### src/rtl/uart_tx_cfg.sv
// Configurable UART transmitter: 5..9 data bits, optional even/odd parity, 1 or 2 stop bits,
// with a one-entry holding register so frames can be chained back to back without idle bits.
module uart_tx_cfg #(
  parameter int DATA_BITS   = 8,
  parameter int PARITY_MODE = 0,
  parameter int STOP_BITS   = 1
) (
  input  logic                 clk,
  input  logic                 rst,
  input  logic                 baud_tick,
  input  logic                 start,
  input  logic [DATA_BITS-1:0] data_in,
  output logic                 ready,
  output logic                 tx,
  output logic                 busy,
  output logic                 done
);

  localparam int CW = $clog2(DATA_BITS);

  generate
    if (DATA_BITS < 5 || DATA_BITS > 9) begin : g_bad_data_bits
      $error("uart_tx_cfg: DATA_BITS must be 5..9");
    end
    if (PARITY_MODE < 0 || PARITY_MODE > 2) begin : g_bad_parity
      $error("uart_tx_cfg: PARITY_MODE must be 0, 1 or 2");
    end
    if (STOP_BITS < 1 || STOP_BITS > 2) begin : g_bad_stop
      $error("uart_tx_cfg: STOP_BITS must be 1 or 2");
    end
  endgenerate

  typedef enum logic [2:0] {IDLE, START, DATA, PARITY, STOP} state_t;

  state_t               state, state_next;
  logic [DATA_BITS-1:0] hold, shifter;
  logic                 hold_full, hold_par, par_bit;
  logic [CW-1:0]        bit_cnt;
  logic                 stop_cnt;
  logic                 tx_next;
  logic                 accept, last_bit, last_stop, load, bypass;

  function automatic logic par_of(input logic [DATA_BITS-1:0] d);
    return (PARITY_MODE == 2) ? ~^d : ^d;
  endfunction

  assign accept    = start && !hold_full;
  assign last_bit  = (bit_cnt == CW'(DATA_BITS - 1));
  assign last_stop = (state == STOP) && (stop_cnt == 1'(STOP_BITS - 1));
  assign load      = baud_tick && hold_full && ((state == IDLE) || last_stop);
  // A write landing on the final stop tick goes straight to the shifter so the next frame has no gap.
  assign bypass    = baud_tick && last_stop && !hold_full && start;

  always_ff @(posedge clk or posedge rst) begin
    if (rst) begin
      state <= IDLE;
      tx    <= 1'b1;
    end else begin
      state <= state_next;
      tx    <= tx_next;
    end
  end

  always_comb begin
    state_next = state;
    if (baud_tick) begin
      case (state)
        IDLE:    if (hold_full) state_next = START;
        START:   state_next = DATA;
        DATA:    if (last_bit) state_next = (PARITY_MODE != 0) ? PARITY : STOP;
        PARITY:  state_next = STOP;
        STOP:    if (last_stop) state_next = (hold_full || start) ? START : IDLE;
        default: state_next = IDLE;
      endcase
    end
  end

  always_comb begin
    tx_next = tx;
    if (baud_tick) begin
      case (state_next)
        IDLE:    tx_next = 1'b1;
        START:   tx_next = 1'b0;
        DATA:    tx_next = (state == START) ? shifter[0] : shifter[1];
        PARITY:  tx_next = par_bit;
        STOP:    tx_next = 1'b1;
        default: tx_next = 1'b1;
      endcase
    end
    done  = baud_tick && last_stop;
    busy  = (state != IDLE) || hold_full;
    ready = !hold_full;
  end

  always_ff @(posedge clk or posedge rst) begin
    if (rst) begin
      hold      <= '0;
      hold_full <= 1'b0;
      hold_par  <= 1'b0;
      shifter   <= '0;
      par_bit   <= 1'b0;
      bit_cnt   <= '0;
      stop_cnt  <= 1'b0;
    end else begin
      if (accept && !bypass) begin
        hold      <= data_in;
        hold_par  <= par_of(data_in);
        hold_full <= 1'b1;
      end
      if (load) begin
        shifter   <= hold;
        par_bit   <= hold_par;
        hold_full <= 1'b0;
      end else if (bypass) begin
        shifter <= data_in;
        par_bit <= par_of(data_in);
      end
      if (baud_tick) begin
        case (state)
          START: bit_cnt <= '0;
          DATA: begin
            shifter <= {1'b0, shifter[DATA_BITS-1:1]};
            if (!last_bit) bit_cnt <= bit_cnt + 1'b1;
          end
          default: ;
        endcase
      end
      if (state != STOP) stop_cnt <= 1'b0;
      else if (baud_tick) stop_cnt <= last_stop ? 1'b0 : 1'b1;
    end
  end

endmodule

### config.mk
export PLATFORM = sky130hd
export DESIGN_NAME = uart_tx_cfg
export DESIGN_NICKNAME = d
export VERILOG_FILES = /design/src/rtl/uart_tx_cfg.sv
export SDC_FILE = /design/constraint.sdc
export NUM_CORES = 1
export LEC_CHECK = 0
export ABC_CLOCK_PERIOD_IN_PS = 1400
export BUFFER_PORTS_ARGS = -buffer_cell sky130_fd_sc_hd__buf_2
export CORE_MARGIN = 4
export CORE_UTILIZATION = 51
export DETAILED_ROUTE_END_ITERATION = 8
export PLACE_DENSITY = 0.85
export SYNTH_ARGS = -nofsm -noshare
export SYNTH_HDL_FRONTEND = slang
export SYNTH_SLANG_ARGS = --single-unit
export TNS_END_PERCENT = 1
### constraint.sdc
create_clock -name clk -period 1.4 [get_ports clk]
set_input_delay 0.14 -clock clk [delete_from_list [all_inputs] [get_ports clk]]
set_output_delay 0.14 -clock clk [all_outputs]
set_load 0.02 [all_outputs]
# After elaboration in Yosys (flattened, before gate mapping)
# Index checks and enable logic that the tools add are counted.
dict set report op_classes {
  addsub 1
  n_eq_ne 10
  n_mux 21
  bitwise 1
  reduce_logical 21
}
# operator count
set ops {}
lappend ops {{2-to-1 mux 8 bit} 4}
lappend ops {{2-to-1 mux 3 bit} 5}
lappend ops {{one-hot mux 3 bit (5 select lines)} 1}
lappend ops {{== test 3 x 2 -> 1 bit, second input constant} 4}
lappend ops {{2-to-1 mux 1 bit} 9}
lappend ops {{logical AND 1 bit} 8}
lappend ops {{nonzero test 2 bit} 4}
lappend ops {{parity 8 bit} 1}
lappend ops {{== test 3 x 1 -> 1 bit, second input constant} 2}
lappend ops {{== test 3 bit, second input constant} 2}
lappend ops {{one-hot mux 3 bit (2 select lines)} 1}
lappend ops {{adder 3 x 1 -> 3 bit, second input constant} 1}
lappend ops {{logical NOT 3 bit} 1}
lappend ops {{logical OR 1 bit} 3}
lappend ops {{!= test 3 bit, second input constant} 1}
lappend ops {{one-hot mux 1 bit (3 select lines)} 1}
lappend ops {{AND reduction 3 bit} 1}
lappend ops {{nonzero test 3 bit} 1}
lappend ops {{logical NOT 1 bit} 2}
lappend ops {{!= test 2 bit, second input constant} 1}
lappend ops {{NOT 1 bit} 1}
dict set report totals {
  reg_bits 27
  input_bits 12
  out_inout_bits 4
  word_cells 63
}

# Logic depth before layout (Yosys ltp)
# Gate-level depths: netlist (run 1).
dict set report logic_depth {
  depth_word 9
  depth_mapped 6
  ltp_nobuf 6
}

# Worst setup path after synthesis (run 1)
# OpenSTA, ideal clock, no wires.
dict set report synth_path {
  path_type {register to register}
  startpoint {reg hold_full}
  endpoint {reg hold[1]}
  setup_ns 0.125
  arrival_ns 1.404
  required_ns 1.275
  slack_ns -0.128
  stages_incl_launch_ff 6
  n_path_buf 2
  synth_period_minus_slack_ns 1.528
  cell_sequence {dfrtp_1 nor2b_1 buf_2 a21boi_1 buf_2 mux2_2}
}
dict set report synth_between {
  elab_chain_cells 5
  elab_cells_between_ends 6
  cone_classes {reduce/logical (6)}
}
# element line
set synth_rtl {}
lappend synth_rtl {{from (decl)} 37} ;# logic hold_full, hold_par, par_bit;
lappend synth_rtl {{from (signal assigned)} 98} ;# hold_full <= 1'b0;
lappend synth_rtl {{from (signal assigned)} 108} ;# hold_full <= 1'b1;
lappend synth_rtl {{from (signal assigned)} 113} ;# hold_full <= 1'b0;
lappend synth_rtl {{logical NOT 1 bit (*)} {47, 52}}
lappend synth_rtl {{logical AND 1 bit (2 in a row)} 52} ;# assign bypass = baud_tick && last_stop && !hold_full && start;
lappend synth_rtl {{logical NOT 1 bit} 105} ;# if (accept && !bypass) begin
lappend synth_rtl {{logical AND 1 bit (*)} 105}
lappend synth_rtl {{to (signal assigned)} 106} ;# hold <= data_in;
lappend synth_rtl {{to (decl)} 36} ;# logic [DATA_BITS-1:0] hold, shifter;
# Every way passes the cells marked *; elsewhere a longest branch is shown, timed or not.
# A chain may end at the register's enable or synchronous reset.

# Worst setup path in the final report (run 1)
dict set report layout_path {
  startpoint {reg state[1]}
  endpoint {out done}
}
dict set report layout_between {
  elab_chain_cells 3
}
# element line
set layout_rtl {}
lappend layout_rtl {{from (decl)} 35} ;# state_t state, state_next;
lappend layout_rtl {{from (signal assigned)} 59} ;# state <= state_next;
lappend layout_rtl {{== test 3 bit} 49} ;# assign last_stop = (state == STOP) && (stop_cnt == 1'(STOP_BITS - 1));
lappend layout_rtl {{logical AND 1 bit} 49}
lappend layout_rtl {{logical AND 1 bit} 90} ;# done = baud_tick && last_stop;
lappend layout_rtl {{to (decl)} 16} ;# output logic done
# No other way between the ends.

==> results of run 1 <==
[worst max path at each step]
stage                     startpoint         end  slack (ns)  cells past startpoint
after global placement      state[2]     hold[4]       -0.18                      4
after CTS                   state[2]     hold[4]       -0.20                      4
final                       state[1]        done       -0.21                      4
after floorplan             state[1]  shifter[7]       -0.09                      5
after global routing        state[1]        done       -0.26                      4
after detailed placement    state[2]     hold[4]       -0.24                      4
[per-layer routing]
| layer | track usage, % | share of wire [%] |
|---|---|---|
| met1 | 26.60 | 44 |
| met2 | 35.26 | 51 |
| met3 | 3.486 | 3.7 |
| met4 | 8.861 | 2.0 |
| met5 | 0 | 0 |
[critical path, cell delays in order (launching register included)]
cell and delay, ns:
dfrtp_2 0.45, nor4b_4 0.28, buf_6 0.16, and2_4 0.14
buf_6 0.11
[synthesized netlist by cell type, types with 2 or more instances]
library cell  instances
and4_1                7
ha_1                  2
buf_4                 2
mux2_1                2
a22o_1                3
mux2i_1               2
nor3b_1               4
mux2_2                8
a211oi_1              7
o31ai_1               8
inv_1                 2
nor2b_1               4
buf_2                 2
nor2_1               18
and3_1                3
nand2_1              10
clkbuf_1              2
dfrtp_1              24
[stage by stage]
step | cell area (µm²) | util, %
floorplan | 1405 | -
global placement | 1625 | 65.02
detailed placement | 1625 | 65.02
CTS | 1742 | 69.67
global route | 1785 | 71.42
finish | 1785 | 71.42
[state kept, by name, indices dropped and copies added (netlist names)]
signal     flops
hold           8
shifter        8
bit_cnt        3
state          3
hold_full      1
stop_cnt       1
tx             1
[cell families after synthesis]
group / Yosys count / share of synthesized area [%]
simple gates: 54 / 23.55
compound gates: 25 / 14.13
flops: 25 / 46.26
mux: 12 / 9.788
buf+inv: 11 / 4.432
fa+ha+maj: 2 / 1.846
[power by group through the flow]
stage / combinational, mW / clock [mW] / sequential (mW)
finish: 1.71 / 0.325 / 1.28
global route: 1.87 / 0.365 / 1.32
CTS: 1.63 / 0.332 / 1.27
detailed placement: 1.50 / 0 / 1.28
global placement: 1.44 / 0 / 1.26
floorplan: 1.02 / 0 / 1.27
[layout make-up]
class / instances / share of cell area, %
timing repair buffer: 41 / 17.52
inverter: 2 / 0.4205
tap: 30 / 2.102
multi-input combinational: 93 / 43.31
clock buffer: 4 / 1.472
sequential: 25 / 35.18
[repair_timing]
item	4_1_cts	5_1_grt
pin swaps	13	6
hold buffers	1	0
setup endpoints to repair	24	25
gates resized for setup	13	10
endpoints found under the hold margin	24	0
buffers inserted	4	1
==> results.sh, run 1 <==
export IMPL_critPathArrivalTime_ns=1.47
export IMPL_syn_area_um2=1355
export IMPL_grt_pass1_wl_mm=5.430
export IMPL_totalWireLength_mm=3.314
export IMPL_hold_ws_ns=0.03731
export IMPL_cts_root_buffer="clkbuf_4"
export IMPL_irDropWorstVdd_v=0.001358
export IMPL_gp_congestion=0.9300
export IMPL_tns_ns=-3.381
export IMPL_yosys_area_top_type="dfrtp_1"
export IMPL_async_reset_ff_share_pct=100.0
export IMPL_fin_ws_ns=-0.2058
export IMPL_cp_required_ns=1.26
export IMPL_rsz0062_at_grt="yes"
export IMPL_grt_max_degree=26
export IMPL_grt_overflow=0
export IMPL_drc=0
export IMPL_dp_cells=185
export IMPL_max_cap_violations=0
export IMPL_io_pins=16
export IMPL_fp_dieH_um=59.55
export IMPL_synth_top_area_share_pct=44.32
export IMPL_finClkSkew_ns=0.002743
export IMPL_track_usage_pct=20.98
export IMPL_outcome="finished with violations"
export IMPL_die_area_um2=3546
export IMPL_dr_total_vias=1125
export IMPL_cts_made_buffers=3
export IMPL_fp_dieW_um=59.55
export IMPL_ys_flop_type="dfrtp_1"
export IMPL_min_period_ns=1.606
export IMPL_row_count=18
export IMPL_yosysSeqAreaShare_pct=46.26
export IMPL_reg2reg_from="state[2]"
export IMPL_synth_avg_cell_area_um2=10.50
export IMPL_p_leak_nw=0.7816
export IMPL_relSlewSlack_pct=64.61
export IMPL_stdcell_count=195
export IMPL_grt_pass1_vias=1184
export IMPL_min_delay_start="data_in[2]"
export IMPL_synth_seq_cells=25
export IMPL_drt_iter0_drc=69
export IMPL_ys_warnings_count=0
export IMPL_ys_types=37
export IMPL_clk_latency_ns=0.32
export IMPL_sw_frac_of_total_pct=37.30
export IMPL_multi_input_area_um2=773.2
export IMPL_clkTransAtPathRegs_ns=0.13
export IMPL_fin_crit_sh_pct=114.7
export IMPL_fin_nets=180
export IMPL_violations="negative setup slack"
export IMPL_synth_area_leaders="dfrtp_1 44%, mux2_2 6.6%, nor2_1 5.0%, and4_1 4.5%, o31ai_1 4.4%"
export IMPL_r2r_cells=4
export IMPL_setup_viol=21
export IMPL_portBuffers=15
export IMPL_p_per_area_nw_per_um2=1858
export IMPL_htree_levels=1
export IMPL_clkPwrFrac_pct=9.8
export IMPL_core_area_um2=2500
export IMPL_drv_slew=0
export IMPL_crit_fanout=6
export IMPL_fill_cells=193
export IMPL_postRouteAntennaNets=0
export IMPL_antenna_found_initial=0
export IMPL_clock_sinks=25
export IMPL_seqPwrFrac_pct=38.5
export IMPL_place_ws_ns=-0.2376
export IMPL_switchingPower_mw=1.238
export IMPL_r2r_end="hold[7]"
export IMPL_final_cell_mix="23 x dfrtp_1, 20 x buf_4, 16 x nor2_1"
export IMPL_via_per_inst=5.769
export IMPL_p_int_mw=2.081
export IMPL_timing_fmax_mhz=622.7
export IMPL_layout_drive_gt1_share_pct=46.67
export IMPL_syn_to_final_growth_pct=31.76
export IMPL_synth_enable_flop_cells=0
export IMPL_clockBufferDepth=2
export IMPL_synthCells=129
export IMPL_wire_per_inst_um=16.99
export IMPL_finalHoldViolations=0
export IMPL_rrSetupSlack_ns=-0.20
export IMPL_critPathLaunchType="register"
export IMPL_dr_pass1_iters=4
export IMPL_syn_num_nets=143
export IMPL_min_path_type="primary input to register"
export IMPL_tightestPinTransition_ns=0.5278
export IMPL_antennaDiodeCount=0
export IMPL_hold_path_end="hold[2]"
export IMPL_power_frac_comb_pct=51.7
export IMPL_dp_hpwl_mm=2.185
export IMPL_tritoncts="done"
export IMPL_path_class="register to output port"
export IMPL_final_common_cell="dfrtp_1"
export IMPL_hold_depth=2
export IMPL_register_area_um2=628.1
export IMPL_cp_end_kind="output port"
export IMPL_power_mw=3.318
export IMPL_start_util_pct=54.20
Note: power is estimated with default switching activity, not from simulation.
==> inputs of run 2 (changes only) <==
CTS_BUF_LIST = sky130_fd_sc_hd__clkbuf_16   (was not set)
RECOVER_POWER = 25   (was not set)
SLEW_MARGIN = 20   (was not set)
==> run 2 against run 1 <==
Net effect:
- the run still ends with negative setup slack left
- maximum frequency rose by 2.0%
- register-to-register slack improved by 0.05 ns
- cell count fell by 2.1%
- critical path depth did not move
- largest cell class unchanged
- highest routed layer unchanged
==> results.sh, run 2 (same netlist as run 1, synthesis figures left out) <==
export IMPL_hold_path_end="hold[2]"
export IMPL_final_cell_area_um2=1787
export IMPL_irDropWorstVdd_v=0.001276
export IMPL_start_util_pct=54.20
export IMPL_outcome="finished with violations"
export IMPL_final_common_cell="dfrtp_1"
export IMPL_layout_drive_gt1_share_pct=44.10
export IMPL_sw_frac_of_total_pct=35.31
export IMPL_r2r_cells=6
export IMPL_clkPwrFrac_pct=17.6
export IMPL_clk_latency_ns=0.26
export IMPL_via_per_inst=5.911
export IMPL_cts_root_buffer="clkbuf_16"
export IMPL_r2r_end="tx"
export IMPL_totalWireLength_mm=3.249
export IMPL_timing_fmax_mhz=635.5
export IMPL_grt_pass1_vias=1223
export IMPL_reg2reg_from="bit_cnt[0]"
export IMPL_finClkSkew_ns=0.004064
export IMPL_critPathLaunchType="register"
export IMPL_clockBufferDepth=2
export IMPL_fin_ws_ns=-0.1736
export IMPL_rrSetupSlack_ns=-0.15
export IMPL_min_period_ns=1.574
export IMPL_finalHoldViolations=0
export IMPL_tns_ns=-1.861
export IMPL_antenna_found_initial=0
export IMPL_dp_hpwl_mm=2.185
export IMPL_drt_iter0_drc=74
export IMPL_postRouteAntennaNets=0
export IMPL_cp_required_ns=1.26
export IMPL_row_count=18
export IMPL_syn_to_final_growth_pct=31.86
export IMPL_dr_total_vias=1129
export IMPL_path_class="register to output port"
export IMPL_relSlewSlack_pct=58.32
export IMPL_setup_viol=22
export IMPL_io_pins=16
export IMPL_place_area_um2=1625
export IMPL_portBuffers=15
export IMPL_cp_end_kind="output port"
export IMPL_p_int_mw=2.309
export IMPL_fp_dieH_um=59.55
export IMPL_post_cts_buffers=0
export IMPL_grt_overflow=0
export IMPL_gp_congestion=0.9300
export IMPL_critPathArrivalTime_ns=1.43
export IMPL_rsz0062_at_grt="yes"
export IMPL_fp_dieW_um=59.55
export IMPL_dr_pass1_iters=4
export IMPL_wire_per_inst_um=17.01
export IMPL_p_per_area_nw_per_um2=1998
export IMPL_fin_crit_sh_pct=112.4
export IMPL_final_cell_mix="23 x dfrtp_1, 15 x nor2_1, 15 x buf_4"
export IMPL_seqPwrFrac_pct=36.1
export IMPL_drv_slew=0
export IMPL_switchingPower_mw=1.260
export IMPL_drc=0
export IMPL_clkTransAtPathRegs_ns=0.06
export IMPL_antennaDiodeCount=0
export IMPL_power_frac_comb_pct=46.4
export IMPL_violations="negative setup slack"
export IMPL_crit_fanout=6
export IMPL_fin_nets=176
export IMPL_tritoncts="done"
export IMPL_track_usage_pct=21.01
export IMPL_core_area_um2=2500
export IMPL_clock_sinks=25
export IMPL_fill_cells=184
export IMPL_top_regs="hold: 8 flops, shifter: 8 flops"
export IMPL_die_area_um2=3546
export IMPL_grt_max_degree=26
export IMPL_p_leak_nw=0.7936
export IMPL_min_path_type="primary input to register"
export IMPL_min_delay_start="data_in[2]"
export IMPL_htree_levels=1
export IMPL_power_mw=3.570
export IMPL_cts_made_buffers=3
export IMPL_tightestPinTransition_ns=0.6252
export IMPL_grt_pass1_wl_mm=5.478
export IMPL_hold_depth=2
export IMPL_max_cap_violations=0
-- run 2: critical path: stages (launching register included) --
cell and delay [ns]:
dfrtp_2 0.43, nor4b_4 0.32, buf_6 0.17, and2_4 0.14, buf_6 0.11
-- run 2: cell type report --
type	instances	area, µm²	area share, %
clock inverter	1	3.754	0.2101
timing repair buffer	37	274.0	15.34
sequential	25	628.1	35.15
clock buffer	3	75.07	4.202
multi-input combinational	93	760.7	42.58
inverter	2	7.507	0.4202
tap	30	37.54	2.101
-- run 2: layer usage --
layer | part of all wire, % | track usage (%)
met5 | 0 | 0
met2 | 50 | 36.51
met3 | 5.0 | 3.486
met1 | 43 | 25.42
met4 | 2.2 | 9.177
-- run 2: what timing repair did --
action | 4_1_cts | 5_1_grt
pin swaps | 16 | 5
endpoints found under the setup margin | 23 | 24
cloned | 1 | 0
hold buffers | 1 | 0
endpoints found under the hold margin | 24 | 0
resized for setup | 11 | 9
-- run 2: per-stage QoR --
step / utilization [%] / setup WS (ns) / hold slack, ns / instances
floorplan: - / -0.09291 / 0.1665 / 129
global placement: 65.02 / -0.1841 / 0.1967 / 185
detailed placement: 65.02 / -0.2376 / 0.2043 / 185
CTS: 70.47 / -0.1701 / 0.1085 / 191
global route: 71.47 / -0.2219 / 0.1106 / 191
finish: 71.47 / -0.1736 / 0.1071 / 191
-- run 2: worst max path at each step --
stage              from         end  cells after the start
2_1_floorplan  state[1]  shifter[7]                      5
3_3_place_gp   state[2]     hold[4]                      4
3_5_place_dp   state[2]     hold[4]                      4
4_1_cts        state[1]        done                      4
5_1_grt        state[1]        done                      4
6_report       state[1]        done                      4
-- run 2: power by group through the flow --
stage | Clock, mW | Combinational (mW) | Sequential [mW]
2_1_floorplan | 0 | 1.02 | 1.27
3_3_place_gp | 0 | 1.44 | 1.26
3_5_place_dp | 0 | 1.50 | 1.28
4_1_cts | 0.641 | 1.60 | 1.28
5_1_grt | 0.669 | 1.81 | 1.32
6_report | 0.627 | 1.66 | 1.29
==> inputs of run 3 (changes only) <==
ABC_AREA = 1   (was not set)
==> run 3 against run 2 <==
Net effect:
- the flow still finishes with violations (negative setup slack)
- cell count increased by 29%
- sequential power decreased by 3%
- clock skew about the same
- hold slack got worse by 0.022 ns
- combinational power about the same
- area after synthesis increased by 0.74%
- register-to-register slack improved by 0.14 ns
- worst setup slack improved by 0.099 ns
- global-route usage decreased by 1.8 points
- critical path type unchanged
- critical endpoint unchanged
==> results.sh, run 3 <==
export IMPL_row_count=18
export IMPL_top_regs="hold: 8 flops, shifter: 8 flops"
export IMPL_cp_required_ns=1.26
export IMPL_drv_slew=0
export IMPL_critPathArrivalTime_ns=1.33
export IMPL_final_cell_area_um2=1770
export IMPL_crit_chain="nor2_4 -> nand2_2 -> nor3_4 -> buf_6 -> buf_6"
export IMPL_start_util_pct=54.12
export IMPL_clockBufferDepth=2
export IMPL_ys_flop_type="dfrtp_1"
export IMPL_cp_common_cell="buf_6"
export IMPL_finClkSkew_ns=0.003925
export IMPL_critPathLaunchType="register"
export IMPL_ys_types=24
export IMPL_reg2reg_from="state[0]"
export IMPL_min_period_ns=1.475
export IMPL_hold_ws_ns=0.08493
export IMPL_grt_pass1_wl_mm=5.112
export IMPL_core_area_um2=2522
export IMPL_p_per_area_nw_per_um2=2020
export IMPL_totalWireLength_mm=3.042
export IMPL_synth_avg_cell_area_um2=7.669
export IMPL_grt_pass1_vias=1192
export IMPL_yosys_area_top_type="dfrtp_1"
export IMPL_syn_num_nets=192
export IMPL_gp_congestion=0.8403
export IMPL_relSlewSlack_pct=59.84
export IMPL_fin_nets=232
export IMPL_clk_latency_ns=0.26
export IMPL_antenna_found_initial=0
export IMPL_synth_seq_cells=25
export IMPL_finalHoldViolations=0
export IMPL_dp_hpwl_mm=2.064
export IMPL_tightestPinTransition_ns=0.6023
export IMPL_fin_ws_ns=-0.07487
export IMPL_portBuffers=15
export IMPL_crit_start="state[0]"
export IMPL_clock_sinks=25
export IMPL_rrSetupSlack_ns=-0.01
export IMPL_via_per_inst=5.113
export IMPL_htree_levels=1
export IMPL_drt_iter0_drc=71
export IMPL_grt_max_degree=26
export IMPL_fp_dieH_um=59.74
export IMPL_synthCells=178
export IMPL_layout_drive_gt1_share_pct=28.57
export IMPL_cts_root_buffer="clkbuf_16"
export IMPL_antennaDiodeCount=0
export IMPL_critPathMaxStageDelay_ns=0.41
export IMPL_timing_fmax_mhz=678.0
export IMPL_rsz0062_at_grt="yes"
export IMPL_yosysMostFrequentCell="nand2_1"
export IMPL_dr_total_vias=1263
export IMPL_syn_to_final_growth_pct=29.70
export IMPL_postRouteAntennaNets=0
export IMPL_io_pins=16
export IMPL_drc=0
export IMPL_place_area_um2=1583
export IMPL_die_area_um2=3568
export IMPL_fp_dieW_um=59.74
export IMPL_clkTransAtPathRegs_ns=0.07
export IMPL_wire_per_inst_um=12.32
export IMPL_synth_enable_flop_cells=0
export IMPL_fin_crit_sh_pct=105.3
export IMPL_violations="negative setup slack"
export IMPL_grt_overflow=0
export IMPL_worstPathBufferInverterCount=2
export IMPL_min_delay_start="data_in[4]"
export IMPL_cts_made_buffers=3
export IMPL_irDropWorstVdd_v=0.001148
export IMPL_syn_area_um2=1365
export IMPL_outcome="finished with violations"
export IMPL_synth_area_leaders="dfrtp_1 44%, nand2_1 17%, nand3_1 8.8%, nor2_1 4.7%, inv_1 4.4%"
export IMPL_crit_family="simple AND/OR/NAND/NOR gates"
export IMPL_path_class="register to output port"
export IMPL_synth_top_area_share_pct=44.00
export IMPL_dr_pass1_iters=4
export IMPL_synthTopCellsByCount="62 x nand2_1, 24 x dfrtp_1, 24 x nand3_1"
export IMPL_max_cap_violations=0
export IMPL_p_leak_nw=0.9558
export IMPL_final_common_cell="nand2_1"
export IMPL_tritoncts="done"
export IMPL_async_reset_ff_share_pct=100.0
export IMPL_final_cell_mix="62 x nand2_1, 24 x dfrtp_1, 22 x nand3_1"
export IMPL_min_path_type="primary input to register"
export IMPL_track_usage_pct=19.17
export IMPL_yosysSeqAreaShare_pct=45.92
export IMPL_crit_slowest_cell="dfrtp_1"
export IMPL_setup_viol=10
export IMPL_cp_end_kind="output port"
export IMPL_ys_warnings_count=0
export IMPL_fill_cells=202
export IMPL_crit_fanout=3
export IMPL_tns_ns=-0.1605
[run 3: report_power, final]
part / total (mW) / internal, mW / switching [mW] / leakage (nW)
Sequential: 1.25 / 1.06 / 0.196 / 0.308
Clock: 0.641 / 0.385 / 0.256 / 0.0409
Combinational: 1.68 / 0.743 / 0.940 / 0.606
[run 3: cell type report]
class	instances	area (µm²)	share of cell area, %
Timing Repair Buffer	39	281.5	15.90
Inverter	20	96.34	5.442
Sequential cell	25	626.9	35.41
Clock buffer	3	75.07	4.240
Tap cell	30	37.54	2.120
Multi-Input combinational cell	129	648.1	36.61
Clock inverter	1	5.005	0.2827
[run 3: worst reg2reg max path: stages (launching register included)]
cell	delay (ns)
dfrtp_1	0.41
nor2_4	0.14
nand2_2	0.09
nor3_4	0.19
buf_6	0.16
nand2_8	0.07
nand2_1	0.08
nand3_1	0.07
nand2_1	0.07
nand2_1	0.04
[run 3: repair_timing]
action / in CTS / in global routing
resized for setup: 8 / 8
endpoints found under the setup margin: 7 / 24
buffers inserted: 5 / 1
pin swaps: 3 / 5
hold buffers: 1 / 0
endpoints found under the hold margin: 24 / 0
[run 3: metal layers]
| layer | track usage [%] | share of wire, % | vias to the layer above |
|---|---|---|---|
| met2 | 33.80 | 49 | 30 |
| li1 | - | - | 637 |
| met1 | 23.52 | 44 | 591 |
| met3 | 3.024 | 5.2 | 5 |
| met5 | 0 | 0 | - |
| met4 | 6.646 | 1.4 | 0 |
[run 3: final timing paths]
path / cells after the start / end
max in group asynchronous: 4 / bit_cnt[1]
min reg2reg: 2 / hold[6]
max: 5 / done
min: 3 / hold[4]
max reg2reg: 9 / shifter[0]
min in group asynchronous: 4 / hold[3]
[run 3: per-stage QoR]
step	utilization [%]	instances	power (mW)	setup WS (ns)
after global placement	62.75	236	2.714	-0.009917
after CTS	68.60	246	3.505	-0.07789
final	70.19	247	3.575	-0.07487
after global routing	70.19	247	3.860	-0.1288
after detailed placement	62.75	236	2.765	-0.04205
after floorplan	-	178	2.299	-0.08391
[run 3: cell families (layout without fill, tap and decap cells)]
kind of cell,after synthesis,count (layout),share of synthesized area (%)
fa+ha+maj,2,2,1.833
compound gates,15,15,6.141
flops,25,25,45.92
simple gates,112,112,36.48
buf+inv,24,63,9.624
